[src/rtl/frame_sched_if.sv]
// frame_sched_if: frame control and pixel-read handshake bundle for frame_sched
interface frame_sched_if;
  logic        frame_start_i;
  logic [3:0]  reg_chan_cnt_i;
  logic [7:0]  reg_chan_len_i;
  logic        px_req_i;
  logic        chan_done_i;
  logic [3:0]  chan_sel_o;
  logic [15:0] chan_en_o;
  logic        ram_rd_en_o;
  logic [7:0]  ram_rd_addr_o;
  logic        px_vld_o;
  logic        px_last_o;
  logic        frame_busy_o;
  logic        frame_done_o;
  modport master (
    output frame_start_i, reg_chan_cnt_i, reg_chan_len_i, px_req_i, chan_done_i,
    input  chan_sel_o, chan_en_o, ram_rd_en_o, ram_rd_addr_o, px_vld_o, px_last_o,
           frame_busy_o, frame_done_o
  );
  modport slave (
    input  frame_start_i, reg_chan_cnt_i, reg_chan_len_i, px_req_i, chan_done_i,
    output chan_sel_o, chan_en_o, ram_rd_en_o, ram_rd_addr_o, px_vld_o, px_last_o,
           frame_busy_o, frame_done_o
  );
endinterface

[src/rtl/frame_sched.sv]
// frame_sched: walks channels/pixels of a frame over the shared pixel RAM; RESET_GAP_EN adds a timed inter-frame GAP
module frame_sched #(
  parameter logic [15:0] GAP_CYCLES = 16'd10000
) (
  input logic clk_i,
  input logic rst_i,
  frame_sched_if.slave bus
);
  localparam logic [2:0] S_IDLE  = 3'd0;
  localparam logic [2:0] S_LOAD  = 3'd1;
  localparam logic [2:0] S_WAIT  = 3'd2;
  localparam logic [2:0] S_READ  = 3'd3;
  localparam logic [2:0] S_DRAIN = 3'd4;
  logic [2:0] state;
  logic [3:0] idx, cnt;
  logic [7:0] addr, len;
  logic       pend, vld, last, in_chan;
  assign in_chan           = state == S_LOAD || state == S_WAIT || state == S_READ || state == S_DRAIN;
  assign bus.chan_sel_o    = idx;
  assign bus.chan_en_o     = in_chan ? 16'd1 << idx : 16'd0;
  assign bus.ram_rd_en_o   = state == S_READ;
  assign bus.ram_rd_addr_o = addr;
  assign bus.px_vld_o      = vld;
  assign bus.px_last_o     = last;
  assign bus.frame_busy_o  = state != S_IDLE;
`ifdef RESET_GAP_EN
  localparam logic [2:0] S_GAP = 3'd5;
  logic [15:0] gcnt;
  logic        gap_end;
  assign gap_end          = state == S_GAP && gcnt == GAP_CYCLES - 16'd1;
  assign bus.frame_done_o = gap_end;
  // gap cycle counter, idle at zero outside GAP
  always_ff @(posedge clk_i or posedge rst_i)
    if (rst_i) gcnt <= '0;
    else gcnt <= (state == S_GAP && !gap_end) ? gcnt + 16'd1 : 16'd0;
`else
  logic done_q;
  assign bus.frame_done_o = done_q;
  // frame completes on the DRAIN->IDLE step of the last channel
  always_ff @(posedge clk_i or posedge rst_i)
    if (rst_i) done_q <= 1'b0;
    else done_q <= state == S_DRAIN && bus.chan_done_i && idx >= cnt;
`endif
  // frame/channel/pixel sequencing; extra start requests collapse into one pending flag
  always_ff @(posedge clk_i or posedge rst_i)
    if (rst_i) begin
      state <= S_IDLE;
      idx   <= '0;
      cnt   <= '0;
      addr  <= '0;
      len   <= '0;
      pend  <= 1'b0;
      vld   <= 1'b0;
      last  <= 1'b0;
    end else begin
      vld  <= state == S_READ;
      last <= state == S_READ && addr == len;
      pend <= state != S_IDLE && (pend || bus.frame_start_i);
      case (state)
        S_IDLE: if (bus.frame_start_i || pend) begin
          cnt   <= bus.reg_chan_cnt_i;
          len   <= bus.reg_chan_len_i;
          idx   <= '0;
          state <= S_LOAD;
        end
        S_LOAD: begin
          addr  <= '0;
          state <= S_WAIT;
        end
        S_WAIT: if (bus.px_req_i) state <= S_READ;
        S_READ: if (addr == len) state <= S_DRAIN;
          else begin
            addr  <= addr + 8'd1;
            state <= S_WAIT;
          end
        S_DRAIN: if (bus.chan_done_i) begin
          if (idx < cnt) begin
            idx   <= idx + 4'd1;
            state <= S_LOAD;
          end
`ifdef RESET_GAP_EN
          else state <= S_GAP;
`else
          else state <= S_IDLE;
`endif
        end
`ifdef RESET_GAP_EN
        S_GAP: if (gap_end) state <= S_IDLE;
`endif
        default: state <= S_IDLE;
      endcase
    end
endmodule

[src/flat_wrapper.sv]
// flat-port wrapper written by rule: the top's interface ports become plain ports
module frame_sched_flat 
#(
  parameter logic [15:0] GAP_CYCLES = 16'd10000
)
  (clk_i, rst_i, bus_frame_start_i, bus_reg_chan_cnt_i, bus_reg_chan_len_i, bus_px_req_i, bus_chan_done_i, bus_chan_sel_o, bus_chan_en_o, bus_ram_rd_en_o, bus_ram_rd_addr_o, bus_px_vld_o, bus_px_last_o, bus_frame_busy_o, bus_frame_done_o);
  frame_sched_if bus_i ();
  input logic clk_i;
  input logic rst_i;
  input wire logic [$bits(bus_i.frame_start_i)-1:0] bus_frame_start_i;
  input wire logic [$bits(bus_i.reg_chan_cnt_i)-1:0] bus_reg_chan_cnt_i;
  input wire logic [$bits(bus_i.reg_chan_len_i)-1:0] bus_reg_chan_len_i;
  input wire logic [$bits(bus_i.px_req_i)-1:0] bus_px_req_i;
  input wire logic [$bits(bus_i.chan_done_i)-1:0] bus_chan_done_i;
  output wire logic [$bits(bus_i.chan_sel_o)-1:0] bus_chan_sel_o;
  output wire logic [$bits(bus_i.chan_en_o)-1:0] bus_chan_en_o;
  output wire logic [$bits(bus_i.ram_rd_en_o)-1:0] bus_ram_rd_en_o;
  output wire logic [$bits(bus_i.ram_rd_addr_o)-1:0] bus_ram_rd_addr_o;
  output wire logic [$bits(bus_i.px_vld_o)-1:0] bus_px_vld_o;
  output wire logic [$bits(bus_i.px_last_o)-1:0] bus_px_last_o;
  output wire logic [$bits(bus_i.frame_busy_o)-1:0] bus_frame_busy_o;
  output wire logic [$bits(bus_i.frame_done_o)-1:0] bus_frame_done_o;
  assign bus_i.frame_start_i = bus_frame_start_i;
  assign bus_i.reg_chan_cnt_i = bus_reg_chan_cnt_i;
  assign bus_i.reg_chan_len_i = bus_reg_chan_len_i;
  assign bus_i.px_req_i = bus_px_req_i;
  assign bus_i.chan_done_i = bus_chan_done_i;
  assign bus_chan_sel_o = bus_i.chan_sel_o;
  assign bus_chan_en_o = bus_i.chan_en_o;
  assign bus_ram_rd_en_o = bus_i.ram_rd_en_o;
  assign bus_ram_rd_addr_o = bus_i.ram_rd_addr_o;
  assign bus_px_vld_o = bus_i.px_vld_o;
  assign bus_px_last_o = bus_i.px_last_o;
  assign bus_frame_busy_o = bus_i.frame_busy_o;
  assign bus_frame_done_o = bus_i.frame_done_o;
  frame_sched #(.GAP_CYCLES(GAP_CYCLES)) u_core (.clk_i(clk_i), .rst_i(rst_i), .bus(bus_i));
endmodule
[config.mk]
export PLATFORM = sky130hd
export DESIGN_NAME = frame_sched_flat
export DESIGN_NICKNAME = d
export VERILOG_FILES = /design/src/rtl/frame_sched_if.sv /design/src/rtl/frame_sched.sv /design/src/flat_wrapper.sv
export SDC_FILE = /design/constraint.sdc
export NUM_CORES = 1
export LEC_CHECK = 0
export BUFFER_PORTS_ARGS = -buffer_cell sky130_fd_sc_hd__clkbuf_2
export CORE_MARGIN = 8
export CORE_UTILIZATION = 40
export DETAILED_ROUTE_END_ITERATION = 10
export GPL_ROUTABILITY_DRIVEN = 0
export PLACE_DENSITY_LB_ADDON = 0.12
export SKIP_LAST_GASP = 1
export SYNTH_ARGS = -nofsm -noshare
export SYNTH_HDL_FRONTEND = slang
export SYNTH_SLANG_ARGS = --single-unit
[constraint.sdc]
create_clock -name clk_i -period 1.6 [get_ports clk_i]
set_input_delay 0.08 -clock clk_i [delete_from_list [all_inputs] [get_ports clk_i]]
set_output_delay 0.08 -clock clk_i [all_outputs]
set_load 0.01 [all_outputs]
==> impl_results.md, run 1 <==
- Drt pass-1 iters: 4
- Failing checks: setup timing
- P&R area growth vs syn: 44.5%
- Reg2reg setup slack: -0.01 ns
- Sequential area share after synthesis: 0.421
- Worst path top cell family by delay: buffers and inverters
- Final period utilization: 1.04
- Ys async rst share: 1.00
- Die ar.: 7030 um^2
- GRT Total Usage: 0.135
- Slack of the critical path: -0.0618 ns
- Sequential power share: 0.332
- Critical path depth in cells: 6
- Buffers added on ports: 49
- First-pass GRT wire length: 7940 um
- Drt initial violations: 137
- Core ar.: 4380 um^2
- YS warnings: 0
- #FFs+latches synth: 31
- Initial antenna violation count: 0
- Row Count: 24
- Hold Path Class: in2reg
- Worst path cell trace: buf_4, xnor2_2, buf_4, and2_4, and3_1, buf_2
- Arrival time at the worst endpoint: 1.58 ns
- Routed WL: 5040 um
- Crit-path max cell delay: 0.38 ns
- CP Max Fanout: 6
- P per Cell Area: 1480 nW/um^2
- Status: finished, violations left
- Int Pwr: 2.46 mW
- CP Launch Point: u_core.state[2]$_DFFE_PP0P_
- Clk pwr share: 0.149
- Synthesized area: 1840 um^2
- Fillcell total: 377
- Clk_skew: 0.00852 ns
- Syn_nets: 206
- Final nets: 287
- Die width: 83.9 um
- Multi-input gate area: 1160 um^2
- CP required: 1.52 ns
- Cell variety after synth: 42
- Hold depth: 3
- Syn_area_per_cell: 10.3 um^2
- Post-Synthesis Cells: 178
- Post-synth top flop: dfrtp_1
- Post-route ant nets: 0
- FF/Latch Area: 783 um^2
- Post-synth EDFFs: 0
- Clock transition at path regs: 0.06 ns
- P_sw: 1.49 mW
- RSZ-0062 raised after global routing: yes
- Routed len/inst: 16.1 um
- IO Pins: 50
- Fraction of layout cells with a size suffix above 1: 0.535
- Grt total ovfl: 0
- Vias in the first global route: 1629
- Clock Tree Buf Depth: 2
- Reg2Reg Depth: 5
- Tightest Pin Transition: 0.407 ns
- Design area: 2660 um^2
- Sw Share: 0.376
- DP Area: 2360 um^2
- TritonCTS Buffers: 5
- Max-cap violations: 0
- Comb pwr share: 0.518
- Largest net degree at the start of global routing: 32
- Initial Util: 0.420
- Worst Setup End Kind: output pin
- WS Path Type: reg2out
- Worst r2r src: u_core.bus.ram_rd_addr_o[2]$_DFFE_PP0P_
- Critical path startpoint category: flop
- TritonCTS sink count: 31
- Leak pwr: 1.30 nW
- Root Driver: clkbuf_8
- Vias per cell: 5.32
- Setup TNS: -0.531 ns
- Most frequent cell on the critical path: buf_4
- Detailed-route via count: 1659
- Clock Latency Late Sink: 0.28 ns
- Final setup fails: 14
- Post-route DRC: 0
- CP max stage cell: dfrtp_1
- HPWL after DPL: 3740 um
- Slew headroom: 0.728
- Max VDD drop: 832 uV
- H-tree lvl count: 2
- Chip Height: 83.9 um
- Critical hold path startpoint: bus_reg_chan_cnt_i[3]
- Post-layout min period: 1.66 ns
- CTS tree: built
- Worst slack at placement: -0.0253 ns
- Inserted Diodes: 0
- Slew Limit Fails: 0
- CP Buf/Inv Count: 3
- Fmax: 0.602 GHz
- Final Hold Fails: 0
## stage by stage
stage	hold WS (ns)	cells	util	total power [mW]
finish	0.00755	312	0.607	3.95
global route	0.0182	312	0.607	4.23
CTS	0.00362	309	0.570	3.73
detailed placement	0.174	299	0.539	3.11
global placement	0.158	299	0.539	3.04
floorplan	0.183	178	-	2.47
## cell families after synthesis
family,after synthesis,share of synthesized area
xor gates and xnor gates,10,0.0476
AOI/OAI and AO/OA,29,0.109
and+or+nand+nor,67,0.216
buffers and inverters,17,0.0489
muxes,13,0.0829
adders and majority gates,11,0.0747
DFF,31,0.421
## final cells by class
type                       instances  area share
timing repair buffer              80       0.199
inverter                          10      0.0165
sequential                        31       0.294
multi-input combinational        131       0.435
tap                               52      0.0244
clock buffer                       7      0.0287
clock inverter                     1     0.00188
## placed cells by master, fill, tap and decap left out, drive strengths merged, types with 2 or more instances in the layout
| cell | synthesis | final |
|---|---|---|
| o311ai | 2 | 2 |
| xnor2 | 9 | 9 |
| or4 | 2 | 2 |
| nor3 | 2 | 2 |
| o211ai | 5 | 5 |
| ha | 11 | 11 |
| o21ai | 7 | 7 |
| mux2 | 12 | 12 |
| dfrtp | 31 | 31 |
| nor2 | 8 | 9 |
| nand4 | 4 | 4 |
| clkbuf | 2 | 40 |
| nand2b | 2 | 2 |
| o2111ai | 2 | 2 |
| a21oi | 4 | 4 |
| and3 | 17 | 17 |
| nand3 | 5 | 5 |
| nor2b | 2 | 2 |
| and2 | 4 | 4 |
| inv | 10 | 9 |
| nand2 | 15 | 15 |
| a22o | 3 | 3 |
| nand3b | 3 | 3 |
| buf | 5 | 46 |
| o21a | 3 | 3 |
## power groups by stage
stage | sequential [mW] | clock, mW | combinational [mW]
after floorplan | 1.35 | 0 | 1.12
after global placement | 1.27 | 0 | 1.77
after detailed placement | 1.28 | 0 | 1.83
after CTS | 1.27 | 0.607 | 1.85
after global routing | 1.35 | 0.641 | 2.24
final | 1.31 | 0.590 | 2.05
## path summary, 6_finish.rpt
check / endpoint
hold reg to reg: u_core.pend$_DFF_PP0_
max in group asynchronous: u_core.state[1]$_DFFE_PP0P_
min in group asynchronous: u_core.cnt[2]$_DFFE_PP0P_
setup / recovery: bus_chan_en_o[14]
hold / removal: u_core.cnt[3]$_DFFE_PP0P_
setup reg to reg: u_core.bus.ram_rd_addr_o[0]$_DFFE_PP0P_
## registers in the layout, summed over array words and instances, names as in the netlist
signal	cells
u_core.bus.px_vld_o	1
u_core.pend	1
u_core.cnt	4
u_core.bus.px_last_o	1
u_core.bus.frame_done_o	1
u_core.state	3
u_core.bus.chan_sel_o	4
u_core.len	8
u_core.bus.ram_rd_addr_o	8
## cells in the mapped netlist (all sizes together) (3+ instances only)
cell type,n,area share
ha,11,0.075
inv,10,0.020
dfrtp,31,0.42
xnor2,9,0.043
o21ai,7,0.019
nand3b,3,0.012
and3,17,0.058
o211ai,5,0.020
nor2,8,0.025
buf,5,0.022
a22o,3,0.014
o21a,3,0.012
mux2,12,0.077
and2,4,0.014
nand4,4,0.020
nand2,15,0.031
nand3,5,0.014
a21oi,4,0.013
## repair_timing
| item | CTS | global route |
|---|---|---|
| hold buffers | 1 | 0 |
| setup buffers | 1 | 2 |
| resized for setup | 8 | 47 |
| pin swaps | 3 | 10 |
| cloned | 0 | 1 |
| setup endpoints to repair | 20 | 29 |
| hold endpoints to repair | 31 | 0 |
## tightest hold or removal path: cells and delay by family
family,cells,cell delay (ns)
buffers and inverters,1,0.08
AO/OA/AOI/OAI,1,0.06
AND/OR/NAND/NOR,1,0.04
## per-layer routing
metal / vias up / part of all wire / track usage
met2: 61 / 0.47 / 0.210
li1: 801 / - / -
met4: 0 / 0.0087 / 0.0424
met5: - / 0 / 0
met1: 792 / 0.47 / 0.178
met3: 5 / 0.059 / 0.0352
No activity file was read; power rests on OpenSTA's default activity.
==> run 2, diff against run 1 <==
--- a/config.mk
+++ b/config.mk
@@ -5,9 +5,10 @@
 export SDC_FILE = /design/constraint.sdc
 export NUM_CORES = 1
 export LEC_CHECK = 0
+export ABC_AREA = 1
 export BUFFER_PORTS_ARGS = -buffer_cell sky130_fd_sc_hd__clkbuf_2
 export CORE_MARGIN = 8
-export CORE_UTILIZATION = 40
+export CORE_UTILIZATION = 47
 export DETAILED_ROUTE_END_ITERATION = 10
 export GPL_ROUTABILITY_DRIVEN = 0
 export PLACE_DENSITY_LB_ADDON = 0.12
==> constraint.sdc (replaced) <==
create_clock -name clk_i -period 1.6 [get_ports clk_i]
set_input_delay 0.24 -clock clk_i [delete_from_list [all_inputs] [get_ports clk_i]]
set_output_delay 0.24 -clock clk_i [all_outputs]
set_load 0.01 [all_outputs]
==> run 2 against run 1 <==
The flow still finishes with violations (setup timing). Core utilization grew 0.87 points. Setup slack lost 0.11 ns. Flip-flop and latch count is the same.
==> impl_results.md, run 2 <==
- Status: finished, violations left
- Failing checks: setup timing
- Slew Limit Fails: 0
- P&R area growth vs syn: 28.4%
- Clk pwr share: 0.199
- YS warnings: 0
- Tightest Pin Transition: 0.407 ns
- Most common cell after layout, fill and taps aside: nand2_1
- Sequential area share after synthesis: 0.413
- TritonCTS sink count: 31
- Int Pwr: 2.07 mW
- Drt pass-1 iters: 4
- P per Cell Area: 1420 nW/um^2
- Core ar.: 3910 um^2
- Reg2Reg Depth: 8
- Routed len/inst: 12.7 um
- Comb pwr share: 0.457
- Slack of the critical path: -0.175 ns
- First-pass GRT wire length: 7420 um
- Initial Util: 0.480
- Placed Cells: 339
- Largest family of logic cells by synthesized area: simple AND/OR/NAND/NOR gates
- DP Area: 2260 um^2
- Worst r2r src: u_core.bus.chan_sel_o[1]$_DFFE_PP0P_
- Inserted Diodes: 0
- Post-synth EDFFs: 0
- Syn_nets: 258
- Vias in the first global route: 1699
- CP required: 1.36 ns
- Critical path startpoint category: flop
- Final nets: 327
- Vias per cell: 4.81
- Clock Latency Late Sink: 0.28 ns
- Fin cells: 350
- Clock Tree Buf Depth: 2
- Routed WL: 4440 um
- Detailed-route via count: 1684
- Xor and xnor area share after synthesis: 0.0467
- Post-Synthesis Cells: 230
- Synthesized area: 1880 um^2
- Sequential power share: 0.344
- #FFs+latches synth: 31
- Root Driver: clkbuf_8
- Most frequent cells in the layout: nand2_1 (45), clkbuf_2 (42), dfrtp_1 (30), nor2_1 (28)
- Post-synth top flop: dfrtp_1
- Grt total ovfl: 0
- Clock transition at path regs: 0.07 ns
- Reg2reg setup slack: 0.12 ns
- Simple-gate share of the synthesized area: 0.303
- Setup TNS: -2.58 ns
- Final setup fails: 16
- Initial antenna violation count: 0
- Post-layout min period: 1.78 ns
- Chip Height: 79.2 um
- Worst slack at placement: 0.0492 ns
- Synth cell count leaders: nand2_1 (47), nor2_1 (32), dfrtp_1 (31)
- Proportion of synthesized area in mux cells: 0.0460
- Ys async rst share: 1.00
- RR Endpoint: u_core.bus.chan_sel_o[3]$_DFFE_PP0P_
- Top cells by area, synth: dfrtp_1 (41%), nand2_1 (9.4%), ha_1 (7.3%), nand3_1 (6.7%), nor2_1 (6.4%)
- Die width: 79.2 um
- Leak pwr: 1.33 nW
- GRT Total Usage: 0.145
- P_sw: 1.35 mW
- Clk_skew: 0.00694 ns
- IO Pins: 50
- Post-synthesis adder-cell area fraction: 0.0733
- Design area: 2410 um^2
- Largest net degree at the start of global routing: 32
- Post-route ant nets: 0
- H-tree lvl count: 2
- CP Max Fanout: 8
- Fraction of layout cells with a size suffix above 1: 0.353
- Syn_area_per_cell: 8.16 um^2
- Cell variety after synth: 27
- Buffers added on ports: 49
- Worst Setup End Kind: output pin
- RSZ-0062 raised after global routing: yes
- Fillcell total: 375
- Sw Share: 0.394
- Post-route DRC: 0
- Yosys top cell area share: 0.413
- Hold WS: 0.0121 ns
- WS Path Type: reg2out
- Arrival time at the worst endpoint: 1.54 ns
- Slew headroom: 0.729
- TritonCTS Buffers: 5
- Row Count: 23
- CTS tree: built
- Final period utilization: 1.11
- Final Hold Fails: 0
- HPWL after DPL: 3330 um
- Drt initial violations: 44
- Max-cap violations: 0
- Die ar.: 6270 um^2
- Most common cell in the synthesized netlist: nand2_1
- CTS Hold Bufs: 0
- Fmax: 0.563 GHz
- Post-synthesis compound-gate area fraction: 0.0440
- Max VDD drop: 1030 uV
- Hold Path Class: in2async
- Cell taking the most area after synthesis: dfrtp_1
run 2: cell types whose count changed in the layout (fill, tap and decap cells not counted), sizes merged, moves of 5 or more:
cell | previous run | this run
buf | 46 | 23
clkbuf | 40 | 50
inv | 9 | 31
nand3 | 5 | 26
o211ai | 5 | 0
and3 | 17 | 0
nor2 | 9 | 38
mux2 | 12 | 6
nand2 | 15 | 55
run 2: cell families after synthesis:
family,after synthesis
simple gates,123
compound gates,15
flops,31
fa+ha+maj,11
xor+xnor,10
buf+inv,34
mux,6
run 2: repair_timing:
| item | CTS | global route |
|---|---|---|
| pin swaps | 3 | 7 |
| setup buffers | 2 | 1 |
| resized for setup | 4 | 13 |
| endpoints found under the setup margin | 17 | 17 |
run 2: metal layers:
layer	part of all wire	global-route usage	vias to the layer above
met5	0	0	-
met4	0.012	0.0593	0
met3	0.073	0.0508	7
met2	0.49	0.251	47
met1	0.42	0.157	768
li1	-	-	862
run 2: final cells by class:
cell class,count,area (um^2),area share
sequential,31,777,0.322
timing repair buffer,65,365,0.152
multi-input combinational,165,983,0.408
inverter,31,121,0.0504
clock buffer,8,100,0.0415
tap,50,62.6,0.0260
run 2: how the worst max path moves through the flow:
| stage | start | endpoint | slack (ns) |
|---|---|---|---|
| 2_1_floorplan | u_core.bus.chan_sel_o[1]$_DFFE_PP0P_ | u_core.bus.chan_sel_o[0]$_DFFE_PP0P_ | 0.17 |
| 3_3_place_gp | u_core.state[1]$_DFFE_PP0P_ | bus_chan_en_o[2] | 0.12 |
| 3_5_place_dp | u_core.state[1]$_DFFE_PP0P_ | bus_chan_en_o[3] | 0.05 |
| 4_1_cts | u_core.state[2]$_DFFE_PP0P_ | bus_chan_en_o[3] | -0.19 |
| 5_1_grt | u_core.state[0]$_DFFE_PP0P_ | bus_chan_en_o[0] | -0.29 |
| 6_report | u_core.state[0]$_DFFE_PP0P_ | bus_chan_en_o[15] | -0.18 |
run 2: power groups by stage:
stage          clock network [mW]  logic, mW  registers (mW)
3_5_place_dp                    0       1.49            1.20
6_report                    0.679       1.56            1.18
5_1_grt                     0.732       1.74            1.21
4_1_cts                     0.699       1.55            1.18
3_3_place_gp                    0       1.46            1.20
2_1_floorplan                   0       1.06            1.18
run 2: stage by stage:
stage                     power [mW]   util
after floorplan                 2.25      -
after global placement          2.66  0.578
after detailed placement        2.69  0.578
after CTS                       3.43  0.609
after global routing            3.69  0.616
final                           3.42  0.616
run 2: worst max-delay path, stage by stage (launching register included):
cell and delay, ns:
dfrtp_1 0.41, inv_2 0.11, nand2_4 0.06, nor2_4 0.08
inv_2 0.04, nand4_1 0.14, nand2_2 0.15, nor2_1 0.12
clkbuf_2 0.14
